**config.mk**
```make
export PLATFORM = sky130hd
export DESIGN_NAME = csr_fifo_regs_flat
export DESIGN_NICKNAME = d
export VERILOG_FILES = /design/src/rtl/csr_fifo_regs_if.sv /design/src/rtl/csr_fifo_regs.sv /design/src/flat_wrapper.sv
export SDC_FILE = /design/constraint.sdc
export NUM_CORES = 1
export LEC_CHECK = 0
export BUFFER_PORTS_ARGS = -buffer_cell sky130_fd_sc_hd__buf_2
export CORE_ASPECT_RATIO = 0.8
export CORE_UTILIZATION = 55
export DETAILED_ROUTE_END_ITERATION = 12
export PLACE_DENSITY_LB_ADDON = 0.25
export SYNTH_ARGS = -nofsm -noshare
export SYNTH_HDL_FRONTEND = slang
export SYNTH_SLANG_ARGS = --single-unit
```
**constraint.sdc**
```tcl
create_clock -name clk -period 3.01 [get_ports clk]
set_input_delay 0.301 -clock clk [delete_from_list [all_inputs] [get_ports clk]]
set_output_delay 0.301 -clock clk [all_outputs]
set_load 0.02 [all_outputs]
```
**src/rtl/csr_fifo_regs_if.sv**
```systemverilog
// CSR bus between the SPI CSR master and csr_fifo_regs.
// Carries address, read/write strobes and the two data buses.
interface csr_fifo_regs_if #(
    parameter int A_WIDTH = 5
) ();
    logic [A_WIDTH-1:0] csr_address;
    logic               csr_read;
    logic [7:0]         csr_readdata;
    logic               csr_write;
    logic [7:0]         csr_writedata;

    modport master (
        output csr_address,
        output csr_read,
        input  csr_readdata,
        output csr_write,
        output csr_writedata
    );

    modport slave (
        input  csr_address,
        input  csr_read,
        output csr_readdata,
        input  csr_write,
        input  csr_writedata
    );
endinterface

```
**src/rtl/csr_fifo_regs.sv**
```systemverilog
// CSR block fronting a byte FIFO fed by the pixel capture side.
// Optional macro CSR_IRQ_EN adds CTRL.irq_en and the registered irq output.
module csr_fifo_regs #(
    parameter int A_WIDTH    = 5,
    parameter int DEPTH_LOG2 = 4
) (
    input  logic                 clk,
    input  logic                 reset,
    csr_fifo_regs_if.slave       csr,
    input  logic                 pix_valid,
    input  logic [7:0]           pix_data,
    output logic                 cap_en
`ifdef CSR_IRQ_EN
    ,
    output logic                 irq
`endif
);
    localparam int DEPTH = 1 << DEPTH_LOG2;
    localparam logic [DEPTH_LOG2:0]  FULL_COUNT = (DEPTH_LOG2 + 1)'(DEPTH);
    localparam logic [A_WIDTH-1:0]   ADDR_ID     = A_WIDTH'(0);
    localparam logic [A_WIDTH-1:0]   ADDR_CTRL   = A_WIDTH'(1);
    localparam logic [A_WIDTH-1:0]   ADDR_STATUS = A_WIDTH'(2);
    localparam logic [A_WIDTH-1:0]   ADDR_LEVEL  = A_WIDTH'(3);
    localparam logic [A_WIDTH-1:0]   ADDR_DATA   = A_WIDTH'(4);
    localparam logic [7:0]           ID_VALUE    = 8'hCA;

    logic [7:0]            mem_r [DEPTH];
    logic [DEPTH_LOG2-1:0] wr_ptr_r, rd_ptr_r, wr_ptr_nxt_s, rd_ptr_nxt_s;
    logic [DEPTH_LOG2:0]   count_r, count_nxt_s;
    logic                  cap_en_r, ovf_r, unf_r;
    logic [7:0]            readdata_r, rd_mux_s, level_s;
    logic                  empty_s, full_s, push_s, pop_s, flush_s;
    logic                  ovf_set_s, unf_set_s, ovf_clr_s, unf_clr_s;
    logic                  wr_ctrl_s, wr_status_s, rd_data_s, irq_en_s;
    logic [A_WIDTH-1:0]    addr_s;

    assign addr_s  = csr.csr_address;
    assign empty_s = (count_r == (DEPTH_LOG2 + 1)'(0));
    assign full_s  = (count_r == FULL_COUNT);
    assign level_s = 8'(count_r);

    // Decode strobes into FIFO and flag actions.
    always_comb begin
        wr_ctrl_s   = csr.csr_write & (addr_s == ADDR_CTRL);
        wr_status_s = csr.csr_write & (addr_s == ADDR_STATUS);
        rd_data_s   = csr.csr_read  & (addr_s == ADDR_DATA);
        flush_s     = wr_ctrl_s & csr.csr_writedata[7];
        pop_s       = rd_data_s & ~empty_s;
        // A pop in the same cycle frees the slot, so a full FIFO still accepts the byte.
        push_s      = pix_valid & cap_en_r & (~full_s | pop_s);
        ovf_set_s   = pix_valid & cap_en_r & full_s & ~pop_s;
        unf_set_s   = rd_data_s & empty_s;
        ovf_clr_s   = wr_status_s & csr.csr_writedata[2];
        unf_clr_s   = wr_status_s & csr.csr_writedata[3];
    end

    // Next pointer and occupancy; flush overrides push and pop.
    always_comb begin
        wr_ptr_nxt_s = wr_ptr_r;
        rd_ptr_nxt_s = rd_ptr_r;
        count_nxt_s  = count_r;
        if (flush_s) begin
            wr_ptr_nxt_s = '0;
            rd_ptr_nxt_s = '0;
            count_nxt_s  = '0;
        end else begin
            if (push_s) begin
                wr_ptr_nxt_s = wr_ptr_r + DEPTH_LOG2'(1);
            end else begin
                wr_ptr_nxt_s = wr_ptr_r;
            end
            if (pop_s) begin
                rd_ptr_nxt_s = rd_ptr_r + DEPTH_LOG2'(1);
            end else begin
                rd_ptr_nxt_s = rd_ptr_r;
            end
            if (push_s && !pop_s) begin
                count_nxt_s = count_r + (DEPTH_LOG2 + 1)'(1);
            end else if (pop_s && !push_s) begin
                count_nxt_s = count_r - (DEPTH_LOG2 + 1)'(1);
            end else begin
                count_nxt_s = count_r;
            end
        end
    end

    // Read mux over current (pre-write) register values.
    always_comb begin
        rd_mux_s = 8'h00;
        case (addr_s)
            ADDR_ID:     rd_mux_s = ID_VALUE;
            ADDR_CTRL:   rd_mux_s = {6'b000000, irq_en_s, cap_en_r};
            ADDR_STATUS: rd_mux_s = {4'b0000, unf_r, ovf_r, full_s, empty_s};
            ADDR_LEVEL:  rd_mux_s = level_s;
            ADDR_DATA: begin
                if (empty_s) begin
                    rd_mux_s = 8'h00;
                end else begin
                    rd_mux_s = mem_r[rd_ptr_r];
                end
            end
            default:     rd_mux_s = 8'h00;
        endcase
    end

    // Control, status and FIFO bookkeeping registers.
    always_ff @(posedge clk or posedge reset) begin
        if (reset) begin
            wr_ptr_r   <= '0;
            rd_ptr_r   <= '0;
            count_r    <= '0;
            cap_en_r   <= 1'b0;
            ovf_r      <= 1'b0;
            unf_r      <= 1'b0;
            readdata_r <= 8'h00;
        end else begin
            wr_ptr_r <= wr_ptr_nxt_s;
            rd_ptr_r <= rd_ptr_nxt_s;
            count_r  <= count_nxt_s;
            // Set beats a simultaneous write-1-to-clear.
            ovf_r    <= ovf_set_s | (ovf_r & ~ovf_clr_s);
            unf_r    <= unf_set_s | (unf_r & ~unf_clr_s);
            if (wr_ctrl_s) begin
                cap_en_r <= csr.csr_writedata[0];
            end else begin
                cap_en_r <= cap_en_r;
            end
            if (csr.csr_read) begin
                readdata_r <= rd_mux_s;
            end else begin
                readdata_r <= readdata_r;
            end
        end
    end

    // FIFO storage is deliberately left without reset.
    always_ff @(posedge clk) begin
        if (push_s && !flush_s) begin
            mem_r[wr_ptr_r] <= pix_data;
        end
    end

`ifdef CSR_IRQ_EN
    logic irq_en_r, irq_r;
    assign irq_en_s = irq_en_r;

    // Interrupt enable bit and level interrupt register.
    always_ff @(posedge clk or posedge reset) begin
        if (reset) begin
            irq_en_r <= 1'b0;
            irq_r    <= 1'b0;
        end else begin
            if (wr_ctrl_s) begin
                irq_en_r <= csr.csr_writedata[1];
            end else begin
                irq_en_r <= irq_en_r;
            end
            irq_r <= irq_en_r & (~empty_s | ovf_r | unf_r);
        end
    end
    assign irq = irq_r;
`else
    assign irq_en_s = 1'b0;
`endif

    assign cap_en           = cap_en_r;
    assign csr.csr_readdata = readdata_r;
endmodule
```
**src/flat_wrapper.sv**
```systemverilog
// flat-port wrapper written by rule: the top's interface ports become plain ports
module csr_fifo_regs_flat 
#(
    parameter int A_WIDTH    = 5,
    parameter int DEPTH_LOG2 = 4
)
  (clk, reset, pix_valid, pix_data, cap_en, csr_csr_address, csr_csr_read, csr_csr_readdata, csr_csr_write, csr_csr_writedata);
  csr_fifo_regs_if #(.A_WIDTH(A_WIDTH)) csr_i ();
  input  logic clk;
  input  logic reset;
  input  logic pix_valid;
  input  logic [7:0] pix_data;
  output logic cap_en;
  input wire logic [$bits(csr_i.csr_address)-1:0] csr_csr_address;
  input wire logic [$bits(csr_i.csr_read)-1:0] csr_csr_read;
  output wire logic [$bits(csr_i.csr_readdata)-1:0] csr_csr_readdata;
  input wire logic [$bits(csr_i.csr_write)-1:0] csr_csr_write;
  input wire logic [$bits(csr_i.csr_writedata)-1:0] csr_csr_writedata;
  assign csr_i.csr_address = csr_csr_address;
  assign csr_i.csr_read = csr_csr_read;
  assign csr_csr_readdata = csr_i.csr_readdata;
  assign csr_i.csr_write = csr_csr_write;
  assign csr_i.csr_writedata = csr_csr_writedata;
  csr_fifo_regs #(.A_WIDTH(A_WIDTH), .DEPTH_LOG2(DEPTH_LOG2)) u_core (.clk(clk), .reset(reset), .csr(csr_i), .pix_valid(pix_valid), .pix_data(pix_data), .cap_en(cap_en));
endmodule
```
==> reports/results.ini, run 1 <==
[route]
drc=0
dr.pass1.iters=4
routed_wl_um=13400
wire_per_inst_um=22.6
vias_per_cell=5.99
ant_nets=0
vias=3562
drt_iter0_drc=196

[yosys]
syn_area_mm2=0.00651
synth_common_cells=128 x edfxtp_1, 36 x nand2_1, 27 x mux4_2
ys_async_sr_fraction_pct=15.8
synth_cell_types=51
synth_top_area_share_pct=59.0
ys_top_cells_by_area=edfxtp_1 59%, mux4_2 9.3%, dfrtp_1 9.2%
syn_inst=390
synth_nets=426
yosysMostFrequentCell=edfxtp_1
synth_edf_count=128
avgSynthCellArea_um2=16.7
yosys.area.top_type=edfxtp_1
synth_ff_type=edfxtp_1
ys_seq_area_share_pct=68.3
synth-seq-cells=152
synth_warnings=0

[layout]
n_fill_cell=822
synthToLayoutAreaGrowth_pct=14.2
final-seq-area_mm2=0.00445
diodes=0
multi_input_area_mm2=0.00189
drive_gt1_share_pct=27.7
nets=470

[worst_setup_path]
arrival_ns=3.20
rr_worst_depth=11
end_kind=flop
r2r-end=u_core.count_r[4]
r2r_start=u_core.count_r[2]
cp.required_ns=3.37
worstSetupPathType=reg2reg
path_max_fanout=4
cp-start-kind=flop
ff2ff_setup_slack_ns=0.16

[cts]
post-cts-setup-buffers=0
clockBufferDepth=2
clk_pin_slew_ns=0.07
cts_root_buffer=clkbuf_16
cts_tree=yes
cts_made_buffers=17
postCtsHoldBufs=0
clkSinkCount=152
htreeDepth=4
ctsResizeCount=0
clk_latency_ns=0.43

[sta]
period_needed_ns=2.85
fin_crit_sh_pct=94.6
tightestPinTransition_ns=1.30
setup-tns-final_ns=0
setup_slack_ns=0.163
max_slew_margin_pct=12.4
final_max_slew_viol_count=0
finalSetupViolCount=0
hold_viol_final=0
fmax_mhz=351
fin_skew_ns=0.0113
rsz0062_at_grt=no

[global_routing]
grt_use_total_pct=24.4
grt_start_max_net_pins=38
grt_pass1_wl_um=20700
grt_pass1_vias=3534
met2_usage_pct=35.0
grt_overflow=0
antenna_found_initial=0
busiest_layer=met1
grt_use_met3_pct=5.73
grt_use_met1_pct=37.0

[placement]
gp_congestion=0.840
dp_slack_ns=0.143
post-dp-hpwl_um=8600
numPortBuffers=30

[pwr]
powerDensity_mw_per_mm2=782
power_leakage_nw=2.65
ir_drop_mv=0.535
totalPowerFinal_mw=5.82

[floorplan]
row_count=35
initial_core_util_pct=56.5
ioPinCount=35
coreArea_mm2=0.0115
die_h_um=99.3
dieArea_mm2=0.0123
die_x_um=124

[outcome]
status=completed

[flow_run]
maxCapViolations=0

[hold_path]
hold_path_class=in2async

power breakdown:
part | total, mW | internal, mW | switching (mW)
Sequential | 2.57 | 2.42 | 0.152
Combinational | 1.24 | 0.599 | 0.641
Clock | 2.01 | 1.09 | 0.913
Total | 5.82 | 4.11 | 1.71
kinds of logic (layout without fill, tap and decap cells):
group	Yosys count	count (layout)	synth area share (%)
xor+xnor	9	9	1.21
simple gates	97	97	8.19
mux	44	44	12.8
flops	152	152	68.3
buf+inv	39	96	3.02
compound gates	39	39	4.53
fa+ha+maj	10	10	2.04
placed cells by master, fill, tap and decap left out, drive strengths merged, types with 2 or more instances in the layout:
| cell type | Yosys | routed |
|---|---|---|
| edfxtp | 128 | 128 |
| buf | 16 | 48 |
| nand2 | 37 | 37 |
| mux4 | 30 | 30 |
| inv | 16 | 25 |
| dfrtp | 24 | 24 |
| clkbuf | 7 | 18 |
| nor2 | 14 | 14 |
| mux2i | 11 | 11 |
| and2 | 10 | 10 |
| nand3 | 10 | 10 |
| ha | 9 | 9 |
| and3 | 8 | 8 |
| o21ai | 8 | 8 |
| a21oi | 6 | 6 |
| nor4 | 6 | 6 |
| o221ai | 6 | 6 |
| xor2 | 5 | 5 |
| xnor2 | 4 | 4 |
| a31oi | 4 | 4 |
| clkinv | 0 | 4 |
| nor3 | 4 | 4 |
| mux2 | 3 | 3 |
| a211o | 3 | 3 |
| or3 | 2 | 2 |
| a21o | 2 | 2 |
| o22ai | 2 | 2 |
| a32o | 2 | 2 |
stage by stage:
step,cell area (um2),hold slack (ns),util (%),std cells
finish,7440,0.0613,64.6,595
global route,7440,0.0497,64.6,595
CTS,7430,0.0524,64.5,594
detailed placement,6870,0.494,59.7,562
global placement,6870,0.481,59.7,562
floorplan,6510,0.316,-,390
routing by layer:
layer,wire (um),vias up
met3,580,18
met5,0,-
met1,6220,1847
met4,204,0
met2,6430,88
li1,-,1609
worst max-delay path, stage by stage (launching register included):
cell and delay, ns:
dfrtp_1 0.45, nor4_4 0.33, nand2_1 0.16, nand2_1 0.12, ha_1 0.20, inv_1 0.11
fa_1 0.47, a21o_1 0.19, a21oi_1 0.16, xnor2_1 0.10, or3_1 0.32, a21oi_1 0.15
sequential cells by signal (all words and copies together) (netlist names):
name                     cells
u_core.rd_ptr_r              4
u_core.unf_r                 1
u_core.count_r               5
u_core.wr_ptr_r              4
u_core.mem_r               128
u_core.ovf_r                 1
u_core.cap_en                1
u_core.csr.csr_readdata      8
how the worst max path moves through the flow:
stage                     cells past startpoint  slack [ns]           endpoint                from
after global placement                       13        0.24  u_core.count_r[4]  csr_csr_address[0]
after global routing                         11       0.007  u_core.count_r[4]   u_core.count_r[1]
after detailed placement                     13        0.14  u_core.count_r[4]  csr_csr_address[0]
after CTS                                    11        0.17  u_core.count_r[4]   u_core.count_r[0]
final                                        11        0.16  u_core.count_r[4]   u_core.count_r[2]
after floorplan                              15        0.13  u_core.count_r[4]  csr_csr_address[1]
final cells by class:
class	instances	share of cell area (%)
multi-input cells	199	25.4
inverters	16	0.807
clock buffers	18	5.77
flip-flops and latches	152	59.8
well taps	148	2.49
clock inverters	14	1.77
repair buffers	48	4.00
No activity file was read; power rests on OpenSTA's default activity.
==> run 2, diff against run 1 <==
- MAX_ROUTING_LAYER: default -> met4
- SKIP_LAST_GASP: default -> 1
==> run 2 against run 1 <==
Effect of this change:
- core utilization is the same
- clock skew is essentially flat
- cell count is the same
- maximum frequency shrank 0.42%
- highest routed layer unchanged
- first-iteration DRC count grew 13%
- largest cell class unchanged
- sequential cell count is the same
==> reports/results.ini, run 2 (same netlist as run 1, synthesis figures left out) <==
[layout]
synthToLayoutAreaGrowth_pct=14.2  ; unchanged
largest-register=u_core.mem_r  ; unchanged
drive_gt1_share_pct=27.7  ; unchanged
final_cell_mix=128 x edfxtp_1, 36 x nand2_1, 30 x buf_2, 27 x mux4_2, 23 x dfrtp_1  ; unchanged
n_fill_cell=822  ; unchanged
diodes=0  ; unchanged
nets=470  ; unchanged
layout_commonest_cell=edfxtp_1  ; unchanged
instances_no_fill=595  ; unchanged
largest_register_ff_count=128  ; unchanged

[pwr]
clkPwrFrac_pct=34.5  ; about the same
totalPowerFinal_mw=5.82  ; about the same
swShare_pct=29.4  ; was 29.3%
seqPwrFrac_pct=44.1  ; was 44.2%
comb_power_share_pct=21.4  ; was 21.3%
power_leakage_nw=2.65  ; unchanged
switchingPower_mw=1.71  ; about the same
ir_drop_mv=0.539  ; was 0.535 mV
powerDensity_mw_per_mm2=783  ; was 782 mW/mm2
internal-power_mw=4.11  ; about the same

[worst_setup_path]
crit_chain=nor4_4 -> nand2_1 -> nand2_1 -> ha_1 -> inv_1 -> fa_1 -> a21o_1 -> a21oi_1 -> xnor2_1 -> or3_1 -> a21oi_1  ; unchanged
cp-start-kind=flop  ; unchanged
worstSetupPathType=reg2reg  ; unchanged
path_max_fanout=4  ; unchanged
arrival_ns=3.22  ; was 3.20 ns
max_stage_delay_ns=0.47  ; about the same
cp_slowest_cell=fa_1  ; unchanged
end_kind=flop  ; unchanged
r2r_start=u_core.count_r[2]  ; unchanged
cp.required_ns=3.37  ; about the same
crit_start=u_core.count_r[2]  ; unchanged

[route]
vias=3587  ; was 3,562
wire_per_inst_um=22.5  ; was 22.6 um
routed_wl_um=13400  ; about the same
ant_nets=0  ; unchanged
vias_per_cell=6.03  ; was 5.99
dr.pass1.iters=5  ; was 4
drc=0  ; unchanged
drt_iter0_drc=221  ; was 196

[global_routing]
grt_use_total_pct=25.2  ; was 24.4%
grt_overflow=0  ; unchanged
grt_pass1_wl_um=20700  ; about the same
grt_pass1_vias=3523  ; was 3,534
grt_start_max_net_pins=38  ; unchanged
antenna_found_initial=0  ; unchanged

[sta]
fin_crit_sh_pct=95.0  ; was 94.6%
hold_viol_final=0  ; unchanged
period_needed_ns=2.86  ; was 2.85 ns
fin_skew_ns=0.0113  ; about the same
fmax_mhz=350  ; was 351 MHz
setup_slack_ns=0.151  ; was 0.163 ns
final_max_slew_viol_count=0  ; unchanged
rsz0062_at_grt=no  ; unchanged
tightestPinTransition_ns=1.29  ; was 1.30 ns
setup-tns-final_ns=0  ; unchanged
max_slew_margin_pct=13.5  ; was 12.4%
finalSetupViolCount=0  ; unchanged
hold-worst-slack_ns=0.0582  ; was 0.0613 ns

[floorplan]
row_count=35  ; unchanged
initial_core_util_pct=56.5  ; unchanged
coreArea_mm2=0.0115  ; unchanged
ioPinCount=35  ; unchanged
die_x_um=124  ; unchanged
die_h_um=99.3  ; unchanged
dieArea_mm2=0.0123  ; unchanged

[placement]
numPortBuffers=30  ; unchanged
gp_congestion=0.853  ; was 0.840
place_inst=562  ; unchanged
post-dp-hpwl_um=8600  ; unchanged
dp_slack_ns=0.143  ; unchanged

[outcome]
status=completed  ; unchanged

[flow_run]
maxCapViolations=0  ; unchanged

[cts]
clkSinkCount=152  ; unchanged
htreeDepth=4  ; unchanged
cts_tree=yes  ; unchanged
clockBufferDepth=2  ; unchanged
clk_latency_ns=0.43  ; about the same
clk_pin_slew_ns=0.07  ; about the same
cts_root_buffer=clkbuf_16  ; unchanged
postCtsHoldBufs=0  ; unchanged
cts_made_buffers=17  ; unchanged

[hold_path]
hold_path_class=in2async  ; unchanged

## run 2: stage by stage
stage	util, %	instance area (um2)
3_3_place_gp	59.7	6870
5_1_grt	64.6	7440
4_1_cts	64.5	7430
6_report	64.6	7440
2_1_floorplan	-	6510
3_5_place_dp	59.7	6870
## run 2: layout make-up
| class | instances | area [um2] | share of cell area (%) |
|---|---|---|---|
| clock inverter | 14 | 131 | 1.77 |
| tap | 148 | 185 | 2.49 |
| clock buffer | 18 | 429 | 5.77 |
| multi-input combinational | 199 | 1890 | 25.4 |
| sequential | 152 | 4450 | 59.8 |
| inverter | 16 | 60.1 | 0.807 |
| timing repair buffer | 48 | 298 | 4.00 |
## run 2: power by group through the flow
stage                     Sequential, mW  Clock, mW  Combinational, mW
after global routing                2.58       2.11               1.38
after detailed placement            2.61          0               1.24
after global placement              2.60          0               1.21
after CTS                           2.57       2.03               1.25
final                               2.57       2.01               1.24
after floorplan                     2.56          0              0.969
## run 2: final timing paths
kind	endpoint	slack, ns	depth (start not counted)
setup / recovery	u_core.count_r[4]	0.15	11
hold / removal	u_core.count_r[2]	0.06	2
setup reg to reg	u_core.count_r[4]	0.15	11
hold reg to reg	u_core.ovf_r	0.50	1
max in group asynchronous	u_core.rd_ptr_r[0]	2.33	2
min in group clk	u_core.wr_ptr_r[3]	0.06	2
## run 2: routing by layer
metal  vias up  track usage, %  share of wire [%]
met5         -               -                  0
met4         0            8.53                1.5
met3        18            5.39                4.8
met2       101            35.1                 48
met1      1854            37.0                 46
li1       1614               -                  -
## run 2: timing repair
action | 4_1_cts | 5_1_grt
setup buffers | 0 | 1
gates resized for setup | 0 | 0
endpoints found under the setup margin | 0 | 1
## run 2: worst max-delay path: cells and delay by family (launching register included)
kind | cells | cell delay, ns
AO/OA/AOI/OAI | 3 | 0.49
XOR/XNOR | 1 | 0.11
adder cells (fa/ha/maj) | 2 | 0.67
buffers and inverters | 1 | 0.11
flip-flops | 1 | 0.46
AND/OR/NAND/NOR | 4 | 0.93
